`src/rtl/button_debounce_n_if.sv`:
```
// Button debouncer signal bundle: sample tick, raw pins and the debounced outputs.
// master drives tick/btn_in (the system side); slave is the debouncer itself.
interface button_debounce_n_if #(
  parameter int unsigned NCH = 2
) ();

  logic           tick;
  logic [NCH-1:0] btn_in;
  logic [NCH-1:0] level;
  logic [NCH-1:0] press_pulse;
  logic [NCH-1:0] release_pulse;
  logic [NCH-1:0] long_pulse;

  modport master (
    output tick,
    output btn_in,
    input  level,
    input  press_pulse,
    input  release_pulse,
    input  long_pulse
  );

  modport slave (
    input  tick,
    input  btn_in,
    output level,
    output press_pulse,
    output release_pulse,
    output long_pulse
  );

endinterface

```
`src/rtl/button_debounce_n.sv`:
```
// Multi-channel button debouncer with press/release edge pulses.
// Each raw pin is polarity-normalised, synchronised through two flops and accepted
// as a new level only after STABLE_CYCLES consecutive ticks of disagreement.
// Optional long-press detection is built when BUTTON_DEBOUNCE_LONGPRESS_EN is defined;
// otherwise long_pulse is tied to 0 and no hold counters exist.
module button_debounce_n #(
  parameter int unsigned NCH           = 2,
  parameter int unsigned CNT_W         = 4,
  parameter int unsigned STABLE_CYCLES = 4,
  parameter bit          ACTIVE_LOW    = 1'b1,
  parameter int unsigned LONG_W        = 8,
  parameter int unsigned LONG_CYCLES   = 200
) (
  input logic               clk,
  input logic               rst_n,
  button_debounce_n_if.slave btn_bus
);

  if (NCH < 1 || NCH > 16 ||
      STABLE_CYCLES < 1 || STABLE_CYCLES > (32'd1 << CNT_W) ||
      LONG_CYCLES < 1 || LONG_CYCLES > (32'd1 << LONG_W)) begin : g_bad_param
    $error("button_debounce_n: parameter out of range");
  end

  localparam logic [CNT_W-1:0] CntMax = CNT_W'(STABLE_CYCLES - 1);

  logic [NCH-1:0]   pin_norm;
  logic [NCH-1:0]   sync1_q;
  logic [NCH-1:0]   sync_q;
  logic [CNT_W-1:0] cnt_q [NCH];
  logic [CNT_W-1:0] cnt_d [NCH];
  logic [NCH-1:0]   level_q, level_d;
  logic [NCH-1:0]   press_q, press_d;
  logic [NCH-1:0]   release_q, release_d;

  assign pin_norm = ACTIVE_LOW ? ~btn_bus.btn_in : btn_bus.btn_in;

  // Two-flop synchroniser on the normalised (1 = pressed) pins.
  always_ff @(posedge clk or negedge rst_n) begin
    if (!rst_n) begin
      sync1_q <= '0;
      sync_q  <= '0;
    end else begin
      sync1_q <= pin_norm;
      sync_q  <= sync1_q;
    end
  end

  // Stability counting: agreement clears the count at once, disagreement counts ticks.
  always_comb begin
    level_d   = level_q;
    press_d   = '0;
    release_d = '0;
    for (int i = 0; i < NCH; i++) begin
      cnt_d[i] = cnt_q[i];
      if (sync_q[i] == level_q[i]) begin
        cnt_d[i] = '0;
      end else if (btn_bus.tick) begin
        // >= rather than == so a corrupted count can never wrap past the limit.
        if (cnt_q[i] >= CntMax) begin
          cnt_d[i]     = '0;
          level_d[i]   = sync_q[i];
          press_d[i]   = sync_q[i];
          release_d[i] = ~sync_q[i];
        end else begin
          cnt_d[i] = cnt_q[i] + 1'b1;
        end
      end
    end
  end

  // Counters, debounced level and edge pulses; pulses land together with the level change.
  always_ff @(posedge clk or negedge rst_n) begin
    if (!rst_n) begin
      for (int i = 0; i < NCH; i++) begin
        cnt_q[i] <= '0;
      end
      level_q   <= '0;
      press_q   <= '0;
      release_q <= '0;
    end else begin
      for (int i = 0; i < NCH; i++) begin
        cnt_q[i] <= cnt_d[i];
      end
      level_q   <= level_d;
      press_q   <= press_d;
      release_q <= release_d;
    end
  end

  assign btn_bus.level         = level_q;
  assign btn_bus.press_pulse   = press_q;
  assign btn_bus.release_pulse = release_q;

`ifdef BUTTON_DEBOUNCE_LONGPRESS_EN
  localparam logic [LONG_W-1:0] HoldMax = LONG_W'(LONG_CYCLES - 1);

  logic [LONG_W-1:0] hold_q [NCH];
  logic [LONG_W-1:0] hold_d [NCH];
  logic [NCH-1:0]    fired_q, fired_d;
  logic [NCH-1:0]    long_q, long_d;

  // Hold-time counting while pressed; fired_q limits long_pulse to once per press.
  always_comb begin
    fired_d = fired_q;
    long_d  = '0;
    for (int i = 0; i < NCH; i++) begin
      hold_d[i] = hold_q[i];
      if (!level_q[i]) begin
        hold_d[i]  = '0;
        fired_d[i] = 1'b0;
      end else begin
        if (btn_bus.tick && (hold_q[i] < HoldMax)) begin
          hold_d[i] = hold_q[i] + 1'b1;
        end
        if ((hold_q[i] == HoldMax) && !fired_q[i]) begin
          long_d[i]  = 1'b1;
          fired_d[i] = 1'b1;
        end
      end
    end
  end

  // Long-press state registers.
  always_ff @(posedge clk or negedge rst_n) begin
    if (!rst_n) begin
      for (int i = 0; i < NCH; i++) begin
        hold_q[i] <= '0;
      end
      fired_q <= '0;
      long_q  <= '0;
    end else begin
      for (int i = 0; i < NCH; i++) begin
        hold_q[i] <= hold_d[i];
      end
      fired_q <= fired_d;
      long_q  <= long_d;
    end
  end

  assign btn_bus.long_pulse = long_q;
`else
  assign btn_bus.long_pulse = '0;
`endif

endmodule

```
`src/flat_wrapper.sv`:
```
// flat-port wrapper written by rule: the top's interface ports become plain ports
module button_debounce_n_flat 
#(
  parameter int unsigned NCH           = 2,
  parameter int unsigned CNT_W         = 4,
  parameter int unsigned STABLE_CYCLES = 4,
  parameter bit          ACTIVE_LOW    = 1'b1,
  parameter int unsigned LONG_W        = 8,
  parameter int unsigned LONG_CYCLES   = 200
)
  (clk, rst_n, btn_bus_tick, btn_bus_btn_in, btn_bus_level, btn_bus_press_pulse, btn_bus_release_pulse, btn_bus_long_pulse);
  button_debounce_n_if #(.NCH(NCH)) btn_bus_i ();
  input logic clk;
  input logic rst_n;
  input wire logic [$bits(btn_bus_i.tick)-1:0] btn_bus_tick;
  input wire logic [$bits(btn_bus_i.btn_in)-1:0] btn_bus_btn_in;
  output wire logic [$bits(btn_bus_i.level)-1:0] btn_bus_level;
  output wire logic [$bits(btn_bus_i.press_pulse)-1:0] btn_bus_press_pulse;
  output wire logic [$bits(btn_bus_i.release_pulse)-1:0] btn_bus_release_pulse;
  output wire logic [$bits(btn_bus_i.long_pulse)-1:0] btn_bus_long_pulse;
  assign btn_bus_i.tick = btn_bus_tick;
  assign btn_bus_i.btn_in = btn_bus_btn_in;
  assign btn_bus_level = btn_bus_i.level;
  assign btn_bus_press_pulse = btn_bus_i.press_pulse;
  assign btn_bus_release_pulse = btn_bus_i.release_pulse;
  assign btn_bus_long_pulse = btn_bus_i.long_pulse;
  button_debounce_n #(.NCH(NCH), .CNT_W(CNT_W), .STABLE_CYCLES(STABLE_CYCLES), .ACTIVE_LOW(ACTIVE_LOW), .LONG_W(LONG_W), .LONG_CYCLES(LONG_CYCLES)) u_core (.clk(clk), .rst_n(rst_n), .btn_bus(btn_bus_i));
endmodule
```
`config.mk`:
```
export PLATFORM = sky130hd
export DESIGN_NAME = button_debounce_n_flat
export DESIGN_NICKNAME = d
export VERILOG_FILES = /design/src/rtl/button_debounce_n_if.sv /design/src/rtl/button_debounce_n.sv /design/src/flat_wrapper.sv
export SDC_FILE = /design/constraint.sdc
export NUM_CORES = 1
export LEC_CHECK = 0
export ABC_CLOCK_PERIOD_IN_PS = 1400
export CAP_MARGIN = 20
export CORE_ASPECT_RATIO = 0.9
export CORE_MARGIN = 2
export CORE_UTILIZATION = 44
export CTS_BUF_LIST = sky130_fd_sc_hd__clkbuf_16
export DETAILED_ROUTE_END_ITERATION = 12
export PLACE_DENSITY = 0.71
export SLEW_MARGIN = 30
export SYNTH_ARGS = -nofsm -noshare
export SYNTH_HDL_FRONTEND = slang
export SYNTH_SLANG_ARGS = --single-unit
```
`constraint.sdc`:
```
create_clock -name clk -period 1.4 [get_ports clk]
set_clock_uncertainty 0.1 [all_clocks]
set_input_delay 0.42 -clock clk [delete_from_list [all_inputs] [get_ports clk]]
set_output_delay 0.42 -clock clk [all_outputs]
set_load 0.01 [all_outputs]
```
# --- Word-level counts from Yosys, hierarchy flattened ---
# Index checks and enable logic that the tools add are counted.
totals:
  register_bits: 18
  output_inout_bits: 8
  wordCells: 41
classes:
  addsub: 2
  magnitude_cmp: 2
  n_eq_ne: 2
  muxes: 18
  bitwise_logic: 5
  n_reduce_logical: 4
ops:
  columns: ["op", "count"]
  rows:
  - ["$mux 4", 6]
  - ["$mux 1", 12]
  - ["$add 4x1->4 const B", 2]
  - ["$ge 4x2->1 const B", 2]
  - ["$reduce_and 3->1", 2]
  - ["$not 1->1", 4]
  - ["$reduce_bool 2->1", 2]
  - ["$eq 1x1->1", 2]
  - ["$not 2->2", 1]

# --- Depth between registers and ports, before layout ---
# Gate-level depths: netlist (run 1).
depth:
  word_depth: 4
  ltp_mapped: 3
  ltp_nobuf: 3

# --- Worst setup path after synthesis (run 1) ---
# Ideal clock, no wire load.
synth_path:
  kind: "register to register"
  startpoint: "register u_core.cnt_q[0] (netlist bit)"
  endpoint: "register u_core.level_q[1] (netlist: u_core.btn_bus.level[1])"
  arrival_ns: 1.245
  t_required_ns: 1.175
  slack_ns: -0.070
  path_stages_with_launch: 4
  path_cell_list: "dfrtp_1 ha_1 o31ai_4 mux2_2"
synth_via:
  elab_chain_len: 2
synth_lines:
  columns: ["element", "line_no", "source"]
  rows:
  - ["from (decl)", "button_debounce_n.sv:30", "logic [CNT_W-1:0] cnt_q [NCH];"]
  - ["from (signal, indexed assignment)", "button_debounce_n.sv:83", "cnt_q[i] <= cnt_d[i];"]
  - ["$ge 4x2->1", "button_debounce_n.sv:60", "if (cnt_q[i] >= CntMax) begin"]
  - ["$reduce_and 3->1 (no source line)", null, null]
  - ["to (signal assigned)", "button_debounce_n.sv:85", "level_q <= level_d;"]
  - ["to (decl)", "button_debounce_n.sv:32", "logic [NCH-1:0] level_q, level_d;"]
# No other way between the ends.
# A chain may end at the register's enable or synchronous reset.

# --- Worst setup path after layout (run 1) ---
layout_path:
  startpoint: "register u_core.cnt_q[1] (netlist bit)"
  endpoint: "register u_core.level_q[1] (netlist: u_core.btn_bus.level[1])"
# The elaborated chain is that of the path after synthesis.

==> summary.md, run 1 <==
| Metric | Value |
|---|---|
| Leak | approximately 0.49 nW |
| Grt ovf | 0 |
| Antenna diodes | 0 |
| Die Ht | roughly 43 um |
| WL final | roughly 1400 um |
| Crit. End Element | flop |
| Initial Util | 46.0% |
| Crit path kind | reg -> reg |
| Worst-Skew Late Latency | 250 ps |
| Relative slew slack | 65.1% |
| Final Total Pwr | 1.76 mW |
| Final net count | 83 |
| Max Clock Freq | around 730 MHz |
| Highest-count cells in the layout ignoring fill and taps | 18 x dfrtp_1, 10 x buf_4, 5 x nor3b_2, 5 x nor3b_1 |
| Initial antenna violation count | 0 |
| Setup repair after global routing missed its margin | yes |
| Fin area | roughly 1100 sq um |
| Post-DP HPWL | about 860 um |
| CP Cell Sequence | ha_2, o31ai_4, mux2_4 |
| Largest stage delay on the critical path | 380 ps |
| Slew Viols, Final | 0 |
| Critical Path Start Type | flop |
| Area leader, netlist | dfrtp_1 |
| Post-Synthesis Cell Area | 749 sq um |
| I/O Pins | 13 |
| Num CTS Buffers | 3 |
| Final Cycle Share | 97.7% |
| Synthesized instance count | between 50 and 60 |
| Met3 global-route usage | between 5 and 6% |
| ANT nets after route | 0 |
| Critical path arrival | between 1000 and 1500 ps |
| TritonCTS Sinks | 18 |
| Pre-antenna DRT Iters | 2 |
| All-layer global routing usage | roughly 17% |
| DRT iter0 DRCs | 2 |
| Placed Area | 923 sq um |
| Hold Fails Final Rpt | 0 |
| CTS clk-pin slew, worst paths | 50 ps |
| Met2 usage | 23.0% |
| Routed len/inst | 14.0 um |
| Main area contributors after synthesis | dfrtp_1 60%, nor3b_1 10%, o31ai_4 5.7%, xnor2_1 4.7%, a211oi_2 3.3% |
| Worst Hold Class | reg -> reg |
| Worst slew pin tran | ~520 ps |
| #FFs+latches synth | 18 |
| Core footprint | roughly 1600 sq um |
| Gr busiest metal | met1 |
| CTS tree | done |
| DRC | 0 |
| FP Rows | 14 |
| PortBufs | 10 |
| P per Cell Area | 1650 nW/um^2 |
| Die area | 2050 sq um |
| Number of buffers inserted by hold repair at cts | 0 |
| First-pass GRT wire length | 2270 um |
| Die Wd | 47.5 um |
| Distinct cells, synth | 12 |
| Crit Path Max Fanout | 2 |
| H-tree depth | 1 |
| Vias per std cell | ~4.7 |
| Synth warn | 0 |
| Final GP Congestion | 0.720 |
| Outcome | completed |
| Max-cap violations | 0 |
| Most common cell after layout, fill and taps aside | dfrtp_1 |
| Critical Path Slowest Stage Cell | dfrtp_1 |
| Crit path time final | 1370 ps |
| Vias | 470 |
| Largest net degree at the start of global routing | 19 |
| Layout cells sized above 1 | between 40% and 50% |
| Placed cells | 92 |
| GRT met1 Usage | approximately a quarter |
| Layout Area Growth over Synthesis | 41.6% |
| Share of the synthesized area in the top cell type | between 60% and 70% |
| Max Buffers Root-to-Sink | 2 |
| Seq/Total Area, Yosys | 60.1% |
| Required @ worst endpoint | 1430 ps |
| Vias in the first global route | 482 |
| VDD IR max | between 1 and 1.5 mV |
| Non-Filler Instances | 99 |
| Final Setup Violations | 0 |
| Root buffer cell | clkbuf_16 |
| Synthesized area per cell | about 14 sq um |
[worst max-delay path, delay by kind of cell, from the launching register on]
kind            cells  cell delay, ps
mux                 1             320
fa+ha+maj           1             210
compound gates      1             250
flops               1             380
[power breakdown]
part	switching, mW	internal [mW]
Combinational	0.246	0.282
Sequential	0.0497	0.603
Clock	0.194	0.380
Total	0.491	1.27
[final timing paths]
path | end | slack [ps] | cells past startpoint | startpoint
max | u_core.btn_bus.level[1] | 30 | 3 | u_core.cnt_q[1]
min | u_core.sync_q[1] | 250 | 0 | u_core.sync1_q[1]
max reg2reg | u_core.btn_bus.level[1] | 30 | 3 | u_core.cnt_q[1]
min reg2reg | u_core.sync_q[1] | 250 | 0 | u_core.sync1_q[1]
max in group asynchronous | u_core.btn_bus.release_pulse[1] | 610 | 2 | rst_n
min in group asynchronous | u_core.btn_bus.press_pulse[0] | 390 | 2 | rst_n
[per-layer routing]
metal	vias up	wire length, um
met3	5	52
met1	233	627
met4	0	38
met5	-	0
met2	9	671
li1	223	-
[synth_stat cells, drive strengths merged]
cell type,n
buf,3
or3,2
mux2i,2
xnor2,4
inv,4
mux2,2
conb,1
dfrtp,18
ha,2
o31ai,2
nor3b,10
a211oi,2
[sequential cells by signal, indices dropped and copies added (netlist names)]
register and count:
u_core.sync1_q 2, u_core.btn_bus.level 2, u_core.btn_bus.release_pulse 2, u_core.btn_bus.press_pulse 2
u_core.cnt_q 8, u_core.sync_q 2
[cell type report]
class / count / area, sq um
clock buffers: 3 / 75.1
clock inverters: 1 / 3.75
fillers: 121 / 568
inverters: 4 / 15.0
multi-input cells: 28 / 308
flip-flops and latches: 18 / 450
well taps: 24 / 30.0
repair buffers: 21 / 179
[logic make-up after synthesis]
kind of cell | after synthesis | synth area share (%)
buffers and inverters | 7 | 5.01
other | 1 | 0.500
adder cells (fa/ha/maj) | 2 | 3.34
flip-flops | 18 | 60.1
XOR/XNOR | 4 | 4.67
AO/OA/AOI/OAI | 4 | 9.01
AND/OR/NAND/NOR | 12 | 11.7
multiplexers | 4 | 5.68
[metrics by stage]
step / hold slack, ps / setup WS, ps / utilization (%) / TNS [ps]
after detailed placement: 244 / -258 / 56.7 / -2360
after global placement: 234 / -248 / 56.7 / -2180
final: 254 / 32.4 / 65.1 / 0
after floorplan: 24.4 / 0.425 / - / 0
after CTS: 256 / -16.9 / 63.9 / -22.7
after global routing: 261 / -14.5 / 65.1 / -28.3
[repair_timing]
item                                    CTS  global route
pin swaps                                 3             2
endpoints found under the setup margin    8            14
cloned                                    0             0
endpoints found under the hold margin     0             0
gates resized for setup                  14            11
setup buffers                             3             0
No activity file was read; power rests on OpenSTA's default activity.
==> run 2: changes to the inputs <==
--- a/config.mk
+++ b/config.mk
@@ -6,7 +6,6 @@
 export NUM_CORES = 1
 export LEC_CHECK = 0
 export ABC_CLOCK_PERIOD_IN_PS = 1400
-export CAP_MARGIN = 20
 export CORE_ASPECT_RATIO = 0.9
 export CORE_MARGIN = 2
 export CORE_UTILIZATION = 44
@@ -17,3 +16,4 @@
 export SYNTH_ARGS = -nofsm -noshare
 export SYNTH_HDL_FRONTEND = slang
 export SYNTH_SLANG_ARGS = --single-unit
+export TNS_END_PERCENT = 5
==> run 2 against run 1 <==
Net effect:
- the run now ends with negative setup slack left
- global-route usage fell by 0.94 points
- sequential power rose by 1%
- register-to-register slack got worse by 70 ps
- core utilization down 1.8 points
- critical path depth did not move
- hold slack barely moved
- final area down 2.7%
- fmax fell by 4.6%
==> summary.md, run 2 (same netlist as run 1, synthesis figures left out) <==
| Metric | Value |
|---|---|
| Outcome | finished with violations |
| Failing checks | negative setup slack |
| Reg-to-Reg End | u_core.btn_bus.level[0] |
| Hold Fails Final Rpt | 0 (unchanged) |
| Antenna diodes | 0 (unchanged) |
| Largest net degree at the start of global routing | 19 (unchanged) |
| All-layer global routing usage | 16.0% (-0.94 points) |
| First-pass GRT wire length | 2120 um (-6.7%) |
| Critical Path Start Type | flop |
| Final Cycle Share | 102% (+4.7 points) |
| Setup total negative slack | -33.6 ps (-33.6 ps) |
| Number of buffers inserted by hold repair at cts | 0 (unchanged) |
| CTS tree | done |
| Sequential share of power | 37.9% (+0.7 points) |
| Crit. End Element | flop |
| Most common cell after layout, fill and taps aside | dfrtp_1 |
| Critical path arrival | 1470 ps (+70 ps) |
| WL final | 1310 um (-5.4%) |
| Num CTS Buffers | 3 (unchanged) |
| Die area | 2050 sq um (unchanged) |
| CTS clk-pin slew, worst paths | 50 ps (about the same) |
| Setup slack after layout | -33.6 ps (-66.0 ps) |
| Die Wd | 47.5 um (unchanged) |
| Initial antenna violation count | 0 (unchanged) |
| DRC | 0 (unchanged) |
| Max Clock Freq | 698 MHz (-4.6%) |
| Required @ worst endpoint | 1430 ps (about the same) |
| Largest Register | u_core.cnt_q |
| Crit path time final | 1430 ps (+66.0 ps) |
| Max-cap violations | 0 (unchanged) |
| Logic pwr share | 29.3% (-0.8 points) |
| Post-DP HPWL | 862 um (unchanged) |
| Grt ovf | 0 (unchanged) |
| Final Core Density | 63.4% (-1.8 points) |
| Max Buffers Root-to-Sink | 2 (unchanged) |
| Crit path kind | reg -> reg |
| Reg2reg start | u_core.cnt_q[5] |
| Highest-count cells in the layout ignoring fill and taps | 18 x dfrtp_1, 10 x nor3b_1, 8 x buf_4 |
| ANT nets after route | 0 (unchanged) |
| Critical Path End | u_core.btn_bus.level[0] |
| Internal | 1.26 mW (-0.16%) |
| Slew Viols, Final | 0 (unchanged) |
| Initial Util | 46.0% (unchanged) |
| Worst Hold Class | reg -> reg |
| Vias | 467 (-0.64%) |
| PortBufs | 10 (unchanged) |
| Pre-antenna DRT Iters | 4 (+2) |
| Vias per std cell | 4.81 (+1.4%) |
| H-tree depth | 1 (unchanged) |
| Flop2flop setup slack | -30 ps (-70 ps) |
| Worst-Skew Late Latency | 250 ps (about the same) |
| Final Setup Violations | 1 (+1) |
| Core footprint | 1630 sq um (unchanged) |
| Net Sw Power | 484 uW (-1.4%) |
| TritonCTS Sinks | 18 (unchanged) |
| Register-to-Register Path Depth | 3 (unchanged) |
| Crit path from | u_core.cnt_q[5] |
| DRT iter0 DRCs | 5 (+3) |
| Final GP Congestion | 0.720 (unchanged) |
| Die Ht | 43.2 um (unchanged) |
| I/O Pins | 13 (unchanged) |
| Final net count | 81 (-2.4%) |
| Sw Share | 27.7% (-0.25 points) |
| Worst slack, placed | -258 ps (unchanged) |
| Layout cells sized above 1 | 32.9% (-7.1 points) |
| Leak | 0.473 nW (-4.2%) |
| Final Total Pwr | 1.75 mW (-0.51%) |
| Routed len/inst | 13.5 um (-3.4%) |
| Clock share of power | 32.8% (about the same) |
| Root buffer cell | clkbuf_16 |
| VDD IR max | 1.30 mV (+1.1%) |
| FP Rows | 14 (unchanged) |
| P per Cell Area | 1690 nW/um^2 (+2.3%) |
| Vias in the first global route | 456 (-5.4%) |
| Layout Area Growth over Synthesis | 37.7% |
| Crit Path Max Fanout | 4 (+2) |
| Setup repair after global routing missed its margin | yes |
| Largest register FFs | 8 (unchanged) |
## run 2: cell types whose count changed in the layout (fill, tap and decap cells not counted), sizes merged
| cell | previous run | this run |
|---|---|---|
| buf | 11 | 10 |
| clkbuf | 5 | 4 |
| clkdlybuf4s50 | 3 | 4 |
| dlymetal6s2s | 1 | 0 |
## run 2: worst max-delay path, cell delays in order, from the launching register on
cell	delay, ps
dfrtp_1	400
ha_4	180
o31ai_4	300
mux2_4	330
## run 2: power groups by stage
| stage | sequential [mW] | combinational, mW | clock [mW] |
|---|---|---|---|
| CTS | 0.652 | 0.472 | 0.572 |
| floorplan | 0.686 | 0.238 | 0 |
| global placement | 0.655 | 0.452 | 0 |
| detailed placement | 0.659 | 0.474 | 0 |
| finish | 0.662 | 0.512 | 0.572 |
| global route | 0.670 | 0.561 | 0.589 |
## run 2: final cells by class
type | count | area (sq um)
clock buffers | 3 | 75.1
clock inverters | 1 | 3.75
fillers | 123 | 597
inverters | 4 | 15.0
multi-input cells | 28 | 297
flip-flops and latches | 18 | 450
well taps | 24 | 30.0
repair buffers | 19 | 161
## run 2: how the worst min path moves through the flow
| stage | end | cells past startpoint | from |
|---|---|---|---|
| final | u_core.sync_q[1] | 0 | u_core.sync1_q[1] |
| after global routing | u_core.sync_q[0] | 0 | u_core.sync1_q[0] |
| after CTS | u_core.sync_q[1] | 0 | u_core.sync1_q[1] |
| after detailed placement | u_core.sync_q[1] | 0 | u_core.sync1_q[1] |
| after global placement | u_core.sync_q[1] | 0 | u_core.sync1_q[1] |
| after floorplan | u_core.btn_bus.level[0] | 0 | rst_n |
## run 2: what timing repair did
item,4_1_cts,5_1_grt
pin swaps,0,2
setup buffers,0,1
gates resized for setup,10,11
endpoints found under the setup margin,8,9
## run 2: through the flow
step           cells  instance area, sq um  hold WS, ps
6_report          97                  1030          254
5_1_grt           97                  1030          261
4_1_cts           96                  1000          256
3_3_place_gp      92                   923          234
3_5_place_dp      92                   923          244
2_1_floorplan     53                   756         24.4
## run 2: per-layer routing
metal | wire, um | vias to the layer above | global-route usage, %
met1 | 569 | 233 | 21.0
met5 | 0 | - | 0
met2 | 651 | 11 | 22.4
li1 | - | 218 | -
met4 | 39 | 0 | 10.0
met3 | 53 | 5 | 5.11
==> run 3: changes to the inputs <==
--- a/config.mk
+++ b/config.mk
@@ -5,7 +5,6 @@
 export SDC_FILE = /design/constraint.sdc
 export NUM_CORES = 1
 export LEC_CHECK = 0
-export ABC_CLOCK_PERIOD_IN_PS = 1400
 export CORE_ASPECT_RATIO = 0.9
 export CORE_MARGIN = 2
 export CORE_UTILIZATION = 44
==> results of run 3 <==
Same layout as run 2: the final DEF is identical, and so are final timing and power.
